[src/rtl/cam_pkg.sv]
// Shared definitions for the OV7670 capture path: default window size,
// capture FSM states and the RGB565 -> RGB332 byte packing.
package cam_pkg;

  localparam int CAM_SCREEN_X_DEF = 160;
  localparam int CAM_SCREEN_Y_DEF = 120;

  typedef enum logic [2:0] {
    IDLE,
    ARM,
    WAIT_FRAME,
    BYTE_HI,
    BYTE_LO
  } cap_state_t;

  // First RGB565 byte carries R[4:0],G[5:3]; keep R[4:2] and G[5:3].
  function automatic logic [5:0] rgb565_hi_bits(input logic [7:0] hi_byte);
    return {hi_byte[7:5], hi_byte[2:0]};
  endfunction

  // Second byte carries G[2:0],B[4:0]; keep B[4:3].
  function automatic logic [7:0] rgb332_pack(input logic [5:0] hi_bits,
                                              input logic [7:0] lo_byte);
    return {hi_bits, lo_byte[4:3]};
  endfunction

endpackage

[src/rtl/cam_capture_ctrl_if.sv]
// Camera pixel port plus frame-buffer write port, both in the PCLK domain.
interface cam_capture_ctrl_if #(
  parameter int AW = 15,
  parameter int DW = 8
) ();

  logic          cam_vsync;
  logic          cam_href;
  logic [7:0]    cam_px_data;
  logic [AW-1:0] mem_px_addr;
  logic [DW-1:0] mem_px_data;
  logic          mem_px_wr;

  modport master (
    input  cam_vsync, cam_href, cam_px_data,
    output mem_px_addr, mem_px_data, mem_px_wr
  );

  modport slave (
    output cam_vsync, cam_href, cam_px_data,
    input  mem_px_addr, mem_px_data, mem_px_wr
  );

endinterface

[src/rtl/cam_capture_ctrl.sv]
// Frame-capture controller: pairs camera bytes into RGB332 pixels and writes
// them into the frame buffer, sequencing single-shot or continuous frames.
module cam_capture_ctrl
  import cam_pkg::*;
#(
  parameter int AW           = 15,
  parameter int DW           = 8,
  parameter int CAM_SCREEN_X = CAM_SCREEN_X_DEF,
  parameter int CAM_SCREEN_Y = CAM_SCREEN_Y_DEF
) (
  input  logic                clk,
  input  logic                rst,
  cam_capture_ctrl_if.master  bus,
  input  logic                capture_start,
  input  logic                capture_cont,
  output logic                busy,
  output logic                frame_done,
  output logic                overflow
);

  // Address X*Y is reserved for the display border, so it is the saturation point.
  localparam logic [AW-1:0] PIX_LIMIT = AW'(CAM_SCREEN_X * CAM_SCREEN_Y);

  cap_state_t    state, state_next;
  logic [AW-1:0] pix_cnt;
  logic [5:0]    hi_bits;
  logic          start_frame, end_frame, latch_hi, emit;

  always_comb begin
    state_next  = state;
    start_frame = 1'b0;
    end_frame   = 1'b0;
    latch_hi    = 1'b0;
    emit        = 1'b0;
    unique case (state)
      IDLE: begin
        if (capture_start || capture_cont) state_next = ARM;
      end
      ARM: begin
        if (bus.cam_vsync) state_next = WAIT_FRAME;
      end
      WAIT_FRAME: begin
        if (!bus.cam_vsync) begin
          start_frame = 1'b1;
          state_next  = BYTE_HI;
        end
      end
      BYTE_HI: begin
        if (bus.cam_vsync) begin
          end_frame  = 1'b1;
          state_next = capture_cont ? WAIT_FRAME : IDLE;
        end else if (bus.cam_href) begin
          latch_hi   = 1'b1;
          state_next = BYTE_LO;
        end
      end
      BYTE_LO: begin
        // A missing second byte drops the lone first byte to keep lines aligned.
        if (bus.cam_vsync) begin
          end_frame  = 1'b1;
          state_next = capture_cont ? WAIT_FRAME : IDLE;
        end else begin
          emit       = bus.cam_href;
          state_next = BYTE_HI;
        end
      end
      default: state_next = IDLE;
    endcase
  end

  always_ff @(posedge clk) begin
    if (rst) begin
      state           <= IDLE;
      pix_cnt         <= '0;
      hi_bits         <= '0;
      busy            <= 1'b0;
      frame_done      <= 1'b0;
      overflow        <= 1'b0;
      bus.mem_px_addr <= '0;
      bus.mem_px_data <= '0;
      bus.mem_px_wr   <= 1'b0;
    end else begin
      state         <= state_next;
      busy          <= (state_next != IDLE);
      frame_done    <= end_frame;
      bus.mem_px_wr <= 1'b0;
      if (start_frame) begin
        pix_cnt  <= '0;
        overflow <= 1'b0;
      end
      if (latch_hi) hi_bits <= rgb565_hi_bits(bus.cam_px_data);
      if (emit) begin
        bus.mem_px_addr <= pix_cnt;
        bus.mem_px_data <= DW'(rgb332_pack(hi_bits, bus.cam_px_data));
        if (pix_cnt < PIX_LIMIT) begin
          bus.mem_px_wr <= 1'b1;
          pix_cnt       <= pix_cnt + AW'(1);
        end else begin
          overflow <= 1'b1;
        end
      end
    end
  end

endmodule

[src/flat_wrapper.sv]
// flat-port wrapper written by rule: the top's interface ports become plain ports
module cam_capture_ctrl_flat import cam_pkg::*;
#(
  parameter int AW           = 15,
  parameter int DW           = 8,
  parameter int CAM_SCREEN_X = CAM_SCREEN_X_DEF,
  parameter int CAM_SCREEN_Y = CAM_SCREEN_Y_DEF
)
  (clk, rst, capture_start, capture_cont, busy, frame_done, overflow, bus_cam_vsync, bus_cam_href, bus_cam_px_data, bus_mem_px_addr, bus_mem_px_data, bus_mem_px_wr);
  cam_capture_ctrl_if #(.AW(AW), .DW(DW)) bus_i ();
  input  logic clk;
  input  logic rst;
  input  logic capture_start;
  input  logic capture_cont;
  output logic busy;
  output logic frame_done;
  output logic overflow;
  input wire logic [$bits(bus_i.cam_vsync)-1:0] bus_cam_vsync;
  input wire logic [$bits(bus_i.cam_href)-1:0] bus_cam_href;
  input wire logic [$bits(bus_i.cam_px_data)-1:0] bus_cam_px_data;
  output wire logic [$bits(bus_i.mem_px_addr)-1:0] bus_mem_px_addr;
  output wire logic [$bits(bus_i.mem_px_data)-1:0] bus_mem_px_data;
  output wire logic [$bits(bus_i.mem_px_wr)-1:0] bus_mem_px_wr;
  assign bus_i.cam_vsync = bus_cam_vsync;
  assign bus_i.cam_href = bus_cam_href;
  assign bus_i.cam_px_data = bus_cam_px_data;
  assign bus_mem_px_addr = bus_i.mem_px_addr;
  assign bus_mem_px_data = bus_i.mem_px_data;
  assign bus_mem_px_wr = bus_i.mem_px_wr;
  cam_capture_ctrl #(.AW(AW), .DW(DW), .CAM_SCREEN_X(CAM_SCREEN_X), .CAM_SCREEN_Y(CAM_SCREEN_Y)) u_core (.clk(clk), .rst(rst), .bus(bus_i), .capture_start(capture_start), .capture_cont(capture_cont), .busy(busy), .frame_done(frame_done), .overflow(overflow));
endmodule
[config.mk]
export PLATFORM = sky130hd
export DESIGN_NAME = cam_capture_ctrl_flat
export DESIGN_NICKNAME = d
export VERILOG_FILES = /design/src/rtl/cam_pkg.sv /design/src/rtl/cam_capture_ctrl_if.sv /design/src/rtl/cam_capture_ctrl.sv /design/src/flat_wrapper.sv
export SDC_FILE = /design/constraint.sdc
export NUM_CORES = 1
export LEC_CHECK = 0
export CORE_AREA = 3 3 69 71
export CTS_CLUSTER_SIZE = 12
export DETAILED_ROUTE_END_ITERATION = 6
export DIE_AREA = 0 0 72 74
export HOLD_SLACK_MARGIN = 0.06
export PLACE_DENSITY_LB_ADDON = 0.05
export SYNTH_ARGS = -nofsm -noshare
export SYNTH_HDL_FRONTEND = slang
export SYNTH_SLANG_ARGS = --single-unit
[constraint.sdc]
create_clock -name clk -period 2.2 [get_ports clk]
set_input_delay 0.44 -clock clk [delete_from_list [all_inputs] [get_ports clk]]
set_output_delay 0.44 -clock clk [all_outputs]
set_load 0.01 [all_outputs]
Yosys cells after proc, flatten, opt, wreduce, memory -nomap -nowiden
Cells that the tools add are included.
Operators by class
  bitwise operators: 2
  magnitude comparators: 1
  reduce and logical (&&, ||, !) cells: 6
  $add $sub $neg: 1
  mux-type cells: 23
  eq/ne operators: 4
Operators by type and width (count)
  $mux 15: 3
  $mux 3: 6
  $add 15x1->15 const B: 1
  $lt 15x15->1 const B: 1
  $pmux 3 s5: 1
  $mux 1: 12
  $eq 3x2->1 const B: 2
  $reduce_or 2->1: 3
  $eq 3x1->1 const B: 1
  $eq 3x3->1 const B: 1
  $logic_not 3->1: 1
  $reduce_bool 3->1: 1
  $mux 2: 1
  $not 1->1: 2
  $logic_or 1x1->1: 1
Storage, ports and cells
  bits in registers: 51
  output and inout port bits: 27
  bits of input ports: 14
  word-level logic and storage cells: 46

Logic depth before layout (Yosys ltp)
Gate-level depths: netlist of run 1.
  depth in word-level cells: 5
  mapped depth: 7
  mapped depth without buffers: 5

Least setup slack after synthesis of run 1
No wires, ideal clock.
  path type: input to register
  from: input bus_cam_vsync
  to: register u_core.pix_cnt[14]
  stages: 5
  slack: 523 ps
  buffers on the path: 2
  library setup time: 128 ps
  required time: 2072 ps
  data arrival time: 1549 ps
  cells stage by stage: clkbuf_1 -> nor4b_1 -> or2_2 -> clkbuf_1 -> nor2_1
On the way
  word-level cells in the longest chain between the ends: 5
  elaborated cells between the ends (all ways): 7
  those cells by class: 7 x mux
Ends and longest elaborated chain
  start: declaration: line flat_wrapper.sv:18  | input wire logic [$bits(bus_i.cam_vsync)-1:0] bus_cam_vsync;
  $mux 1: line cam_capture_ctrl.sv:43  | if (!bus.cam_vsync) begin
  $mux 1: line cam_capture_ctrl.sv:35  | unique case (state)
  $mux 15: line cam_capture_ctrl.sv:87  | if (start_frame) begin
  $mux 15: line cam_capture_ctrl.sv:95  | if (pix_cnt < PIX_LIMIT) begin
  $mux 15 (*): line cam_capture_ctrl.sv:92  | if (emit) begin
  end signal: assignment: line cam_capture_ctrl.sv:97  | pix_cnt <= pix_cnt + AW'(1);
  end: declaration: line cam_capture_ctrl.sv:25  | logic [AW-1:0] pix_cnt;
Mark *: on every way between the ends. The rest lies on a longest branch, timed or not.
A chain may end at the register's enable or synchronous reset.

Worst setup path after layout of run 1
  from: input bus_cam_vsync
  to: register u_core.pix_cnt[4]
Same word-level chain as after synthesis.

==> results of run 1 <==
[routing by layer]
layer	wire length [microns]	share of wire (%)
met2	2300	49
met3	186	3.9
met4	81	1.7
met5	0	0
met1	2160	46
[through the flow]
stage | power (mW) | instance area [sq um] | cells | hold slack, ns | setup WS, ns
floorplan | 1.02 | 2140 | 256 | 0.432 | 0.523
global placement | 1.07 | 2680 | 348 | 0.439 | 0.0733
detailed placement | 1.07 | 2680 | 348 | 0.445 | 0.0274
CTS | 1.73 | 2790 | 356 | 0.458 | 0.349
global route | 1.78 | 2790 | 356 | 0.471 | 0.204
finish | 1.71 | 2790 | 356 | 0.454 | 0.343
[power by group through the flow]
stage	logic [mW]	clock network [mW]	registers, mW
after floorplan	0.0591	0	0.957
after global placement	0.101	0	0.965
after detailed placement	0.101	0	0.965
after CTS	0.102	0.685	0.943
after global routing	0.111	0.725	0.946
final	0.101	0.668	0.944
[cells in the mapped netlist (all sizes together)]
cell type and instances:
nand4 3, a21o 1, nor4b 2, nor2 12, o41ai 1, o31a 1, clkbuf 12, a41oi 1
and4 1, a211oi 1, nor3 3, nor2b 2, dfxtp 51, a21oi 39, o31ai 7, buf 7
or3 3, nand2b 1, o221ai 1, o211ai 1, inv 2, or4 7, a211o 2, nor3b 2
nand3 7, nor4 2, o21a 3, o22a 1, nand2 53, o21ai 6, ha 1, nand4b 1
or2 3, and3 5, mux2i 8, and3b 1, and2 2
[sequential cells by signal, indices dropped and copies added (netlist names)]
name,cells
u_core.state,3
u_core.bus.mem_px_addr,15
u_core.pix_cnt,15
u_core.frame_done,1
u_core.overflow,1
u_core.busy,1
u_core.hi_bits,6
u_core.bus.mem_px_data,8
u_core.bus.mem_px_wr,1
[worst paths after layout]
| check | from | to | slack, ns | depth (start not counted) |
|---|---|---|---|---|
| worst max-delay path | bus_cam_vsync | u_core.pix_cnt[4]$_SDFF_PP0_ | 0.34 | 6 |
| worst min-delay path | u_core.bus.mem_px_addr[2]$_SDFFE_PP0P_ | u_core.bus.mem_px_addr[2]$_SDFFE_PP0P_ | 0.45 | 2 |
| worst max register to register | u_core.pix_cnt[11]$_SDFF_PP0_ | u_core.pix_cnt[4]$_SDFF_PP0_ | 0.44 | 4 |
| worst min register to register | u_core.bus.mem_px_addr[2]$_SDFFE_PP0P_ | u_core.bus.mem_px_addr[2]$_SDFFE_PP0P_ | 0.45 | 2 |
[worst max-delay path, delay by kind of cell]
family | cells | cell delay [ns]
AOI/OAI and AO/OA | 1 | 0.15
and+or+nand+nor | 3 | 0.86
buffers and inverters | 2 | 0.64
[layout make-up]
| cell class | count | share of cell area (%) |
|---|---|---|
| multi-input combinational | 184 | 36.8 |
| timing repair buffer | 59 | 19.9 |
| tap | 52 | 2.33 |
| inverter | 2 | 0.269 |
| clock buffer | 6 | 2.96 |
| sequential | 51 | 36.5 |
| clock inverter | 2 | 1.25 |
[kinds of logic (layout without fill, tap and decap cells)]
logic type               Yosys count  count (layout)
AO/OA/AOI/OAI                     65              65
multiplexers                       8               8
flip-flops                        51              51
adder cells (fa/ha/maj)            1               1
AND/OR/NAND/NOR                  110             110
buffers and inverters             21              69
==> impl_metrics.tcl, run 1 <==
set metrics [dict create \
    portBuffers 40 \
    final_nets 318 \
    dieArea_sq_um 5330 \
    tns_ns 0 \
    postCtsHoldBufs 0 \
    io_pins 41 \
    layout_commonest_cell "nand2_1" \
    drv_cap 0 \
    clkPwrFrac_pct 39.0 \
    routabilityCongestion 0.781 \
    die_w_microns 72 \
    p_int_mw 1.36 \
    critPathSlowestCell "or4_1" \
    run_status "finished clean" \
    clock.fmax_mhz 538 \
    cts_buffers 5 \
    grt_pass1_vias 1740 \
    p_sw_mw 0.357 \
    coreArea_sq_um 4290 \
    post_cts_resized 0 \
    power_frac_seq_pct 55.1 \
    drtIter0Drc 105 \
    cts_root_buffer "clkbuf_8" \
    path_cells "clkdlybuf4s50_1, nor4b_2, nand2_1, buf_4, or4_1, a21oi_1" \
    crit_type "in2reg" \
    synth_top_area_share_pct 47.7 \
    first_pass_iters 4 \
    p_sw_share_pct 20.8 \
    use_met2_pct 29.9 \
    grt_use_total_pct 18.8 \
    drive_gt1_share_pct 10.5 \
    critPathLaunchType "input pin" \
    vias_per_cell 5.49 \
    synth-seq-cells 51 \
    setup_viol 0 \
    area_growth_pct 30.6 \
    peakVddDrop_uv 526 \
    cts_max_level 2 \
    use_met3_pct 5.41 \
    synth_compound_area_share_pct 18.3 \
    cts_tree "done" \
    synth_fa_ha_area_share_pct 0.585 \
    synthMuxAreaShare_pct 3.74 \
    min_period_ns 1.86 \
    diodes 0 \
    clk_pin_slew_ns 0.09 \
    hp-class "reg2reg" \
    remaining_drc_errors 0 \
    overflow 0 \
    fin_crit_sh_pct 84.4 \
    cts.path.max_buffers 2 \
    synth_top_family_by_area "simple AND/OR/NAND/NOR gates" \
    antenna_found_initial 0 \
    critPathArrivalTime_ns 2.10 \
    hold_violations 0 \
    yosysWarnings 0 \
    slew_headroom_pct 77.6 \
    ys_types 41 \
    nFillCells 394 \
    synthSimpleGateAreaFrac_pct 25.4 \
    tightest_slew_ns 0.331 \
    synth_area_leaders "dfxtp_1, nand2_1, a21oi_1" \
    wl_per_cell_microns 13.3 \
    p_leak_nw 1.00 \
    power.share.combinational_pct 5.9 \
    cts_setup_buffers 0 \
    clock_latency_ns 0.30 \
    finalWirelength_mm 4.73 \
    worstPathRequired_ns 2.44 \
    critPathMaxStageDelay_ns 0.48 \
    fp.dieH_microns 74 \
    fin_skew_ns 0.00405 \
    netlist_area_sq_um 2140 \
    initial_utilization_pct 49.8 \
    seq_area_sq_um 1020 \
    cts_sinks 51 \
    final_util_pct 65.1 \
    post-dp-hpwl_mm 3.24 \
    endpoint_kind "flop" \
    layout_common_cells "nand2_1, dfxtp_1, clkdlybuf4s50_1, a21oi_1, buf_4" \
    synthCells 256 \
    via_count 1954 \
    yosys.area.top_type "dfxtp_1" \
    finalMaxSlewViolations 0 \
    rows 24 \
    grt_pass1_wl_mm 7.91 \
    rsz0062_at_grt "no" \
    grtUsageMet1_pct 23.8 \
    busiest_layer "met2" \
    ant_nets 0 \
    power.density_nw_per_um2 613 \
    synth_nets 271 \
    yosysSeqAreaShare_pct 47.7 \
    multiInputGateArea_sq_um 1030 \
    synth_xor_xnor_area_share_pct 0 \
    grt_max_degree 26 \
    cp_max_fo 21 \
    synth_area_per_cell_sq_um 8.36 \
]
(Power assumes the default switching activity.)
==> run 2: changes to the inputs <==
==> constraint.sdc (replaced) <==
create_clock -name clk -period 1.9 [get_ports clk]
set_input_delay 0.38 -clock clk [delete_from_list [all_inputs] [get_ports clk]]
set_output_delay 0.38 -clock clk [all_outputs]
set_load 0.01 [all_outputs]
==> run 2 against run 1 <==
Via count grew 1.1%; power grew 11%; non-clock buffer count is 7 higher; sequential share of layout area down 0.97 points; global-route usage is 0.11 points lower.
==> impl_metrics.tcl, run 2 (synthesis results as in run 1) <==
set metrics [dict create \
    cts_buffers 5 \
    run_status "finished clean" \
    io_pins 41 \
    p_sw_mw 0.417 \
    overflow 0 \
    critPathArrivalTime_ns 2.05 \
    clkPwrFrac_pct 35.9 \
    p_leak_nw 1.04 \
    grt_pass1_wl_mm 7.93 \
    antenna_found_initial 0 \
    area_growth_pct 34.2 \
    dp_worst_setup_slack_ns -0.231 \
    r2r_start "u_core.pix_cnt[12]$_SDFF_PP0_" \
    clock_latency_ns 0.30 \
    power.share.combinational_pct 7.0 \
    ant_nets 0 \
    hold_violations 0 \
    r2r_cells 4 \
    grt_max_degree 35 \
    min_period_ns 1.82 \
    diodes 0 \
    worstHoldStart "u_core.bus.mem_px_addr[2]$_SDFFE_PP0P_" \
    fin_skew_ns 0.00924 \
    remaining_drc_errors 0 \
    holdPathEnd "u_core.bus.mem_px_addr[2]$_SDFFE_PP0P_" \
    cts.path.max_buffers 2 \
    final_nets 325 \
    finalMaxSlewViolations 0 \
    p_int_mw 1.48 \
    setup_ws_ns 0.0841 \
    cts_sinks 51 \
    worstPathRequired_ns 2.13 \
    grt_use_total_pct 18.6 \
    whs_ns 0.454 \
    endpoint_kind "flop" \
    critPathSlowestCell "or4_1" \
    nFillCells 388 \
    post_cts_resized 0 \
    power_frac_seq_pct 57.1 \
    cts_max_level 2 \
    wl_per_cell_microns 12.9 \
    clk_pin_slew_ns 0.09 \
    coreArea_sq_um 4290 \
    p_sw_share_pct 21.9 \
    finalWirelength_mm 4.69 \
    power_mw 1.90 \
    rows 24 \
    fin_cells 363 \
    grt_pass1_vias 1777 \
    via_count 1976 \
    postCtsHoldBufs 0 \
    drv_cap 0 \
    routed.top_layer "met4" \
    fp.dieH_microns 74 \
    post-dp-hpwl_mm 3.37 \
    cts_tree "done" \
    whs_path_depth 2 \
    crit_type "in2reg" \
    drive_gt1_share_pct 12.5 \
    tns_ns 0 \
    path_cells "clkdlybuf4s50_1, nor4b_2, nand2_1, buf_4, or4_1, a21oi_1" \
    setup_viol 0 \
    power.density_nw_per_um2 662 \
    layout_common_cells "nand2_1, dfxtp_1, clkdlybuf4s50_1, a21oi_1, buf_4" \
    portBuffers 40 \
    tightest_slew_ns 0.410 \
    seq_area_sq_um 1020 \
    multiInputGateArea_sq_um 1030 \
    fin_area_sq_um 2870 \
    fin_crit_sh_pct 95.6 \
    critPathLaunchType "input pin" \
    r2r_setup_slack_ns 0.17 \
    route.met2.wl_mm 2.23 \
    cts_setup_buffers 0 \
    layout_commonest_cell "nand2_1" \
    peakVddDrop_uv 529 \
    clock.fmax_mhz 551 \
    final_util_pct 66.8 \
    die_w_microns 72 \
    dp.cells 355 \
    first_pass_iters 4 \
    routabilityCongestion 0.774 \
    wl_met1_mm 2.19 \
    reg_top3 "u_core.bus.mem_px_addr x15, u_core.pix_cnt x15, u_core.bus.mem_px_data x8" \
    place_area_sq_um 2770 \
    slew_headroom_pct 72.3 \
    rsz0062_at_grt "no" \
    wl_met3_microns 224 \
    drtIter0Drc 98 \
    regToRegEndpoint "u_core.pix_cnt[10]$_SDFF_PP0_" \
    cts_root_buffer "clkbuf_8" \
    worstPathBufferInverterCount 2 \
    critPathMaxStageDelay_ns 0.47 \
    hp-class "reg2reg" \
    critPathTopFamily "simple AND/OR/NAND/NOR gates" \
    vias_per_cell 5.44 \
    initial_utilization_pct 49.8 \
    dieArea_sq_um 5330 \
    cp_max_fo 19 \
]
-- run 2: cell count changes in the layout (fill, tap and decap cells not counted) --
cell        before  now
buf_12           1    4
clkbuf_8         6    7
clkinv_2         1    0
buf_4           18   22
bufinv_16        1    0
clkinvlp_4       0    1
-- run 2: power groups by stage --
stage                     Clock, mW  Combinational [mW]  Sequential, mW
after global routing          0.736               0.147            1.09
after global placement            0               0.134            1.11
after CTS                     0.696               0.134            1.08
after floorplan                   0              0.0685            1.11
final                         0.682               0.134            1.08
after detailed placement          0               0.134            1.11
-- run 2: worst min-delay path, cell delays in order (launching register included) --
cell and delay [ns]:
dfxtp_1 0.32, nand2_1 0.05, a21oi_1 0.05
-- run 2: cell type report --
type                    instances  area share [%]
clock buffers                   7            3.36
clock inverters                 1           0.262
inverters                       2           0.262
multi-input cells             184            35.8
flip-flops and latches         51            35.6
well taps                      52            2.27
repair buffers                 66            22.5
-- run 2: layer usage --
metal / up-vias / global-route usage, %
met5: - / 0
met4: 0 / 6.47
met3: 4 / 4.73
met2: 42 / 30.4
met1: 914 / 24.2
li1: 1016 / -
-- run 2: worst max-delay path by stage --
stage | from | end | slack [ns] | cells after the start
after detailed placement | bus_cam_vsync | u_core.pix_cnt[10]$_SDFF_PP0_ | -0.23 | 6
after floorplan | u_core.pix_cnt[11]$_SDFF_PP0_ | u_core.pix_cnt[2]$_SDFF_PP0_ | 0.23 | 5
after global placement | bus_cam_vsync | u_core.pix_cnt[9]$_SDFF_PP0_ | -0.16 | 6
after global routing | bus_cam_vsync | u_core.pix_cnt[4]$_SDFF_PP0_ | 0.002 | 6
after CTS | bus_cam_vsync | u_core.pix_cnt[10]$_SDFF_PP0_ | 0.1 | 6
final | bus_cam_vsync | u_core.pix_cnt[10]$_SDFF_PP0_ | 0.08 | 6
==> run 3: changes to the inputs <==
--- a/config.mk
+++ b/config.mk
@@ -11,6 +11,8 @@
 export DIE_AREA = 0 0 72 74
 export HOLD_SLACK_MARGIN = 0.06
 export PLACE_DENSITY_LB_ADDON = 0.05
+export SKIP_LAST_GASP = 1
+export SLEW_MARGIN = 20
 export SYNTH_ARGS = -nofsm -noshare
 export SYNTH_HDL_FRONTEND = slang
 export SYNTH_SLANG_ARGS = --single-unit
==> results of run 3 <==
No change in the layout: final DEF, timing and power equal those of run 2.
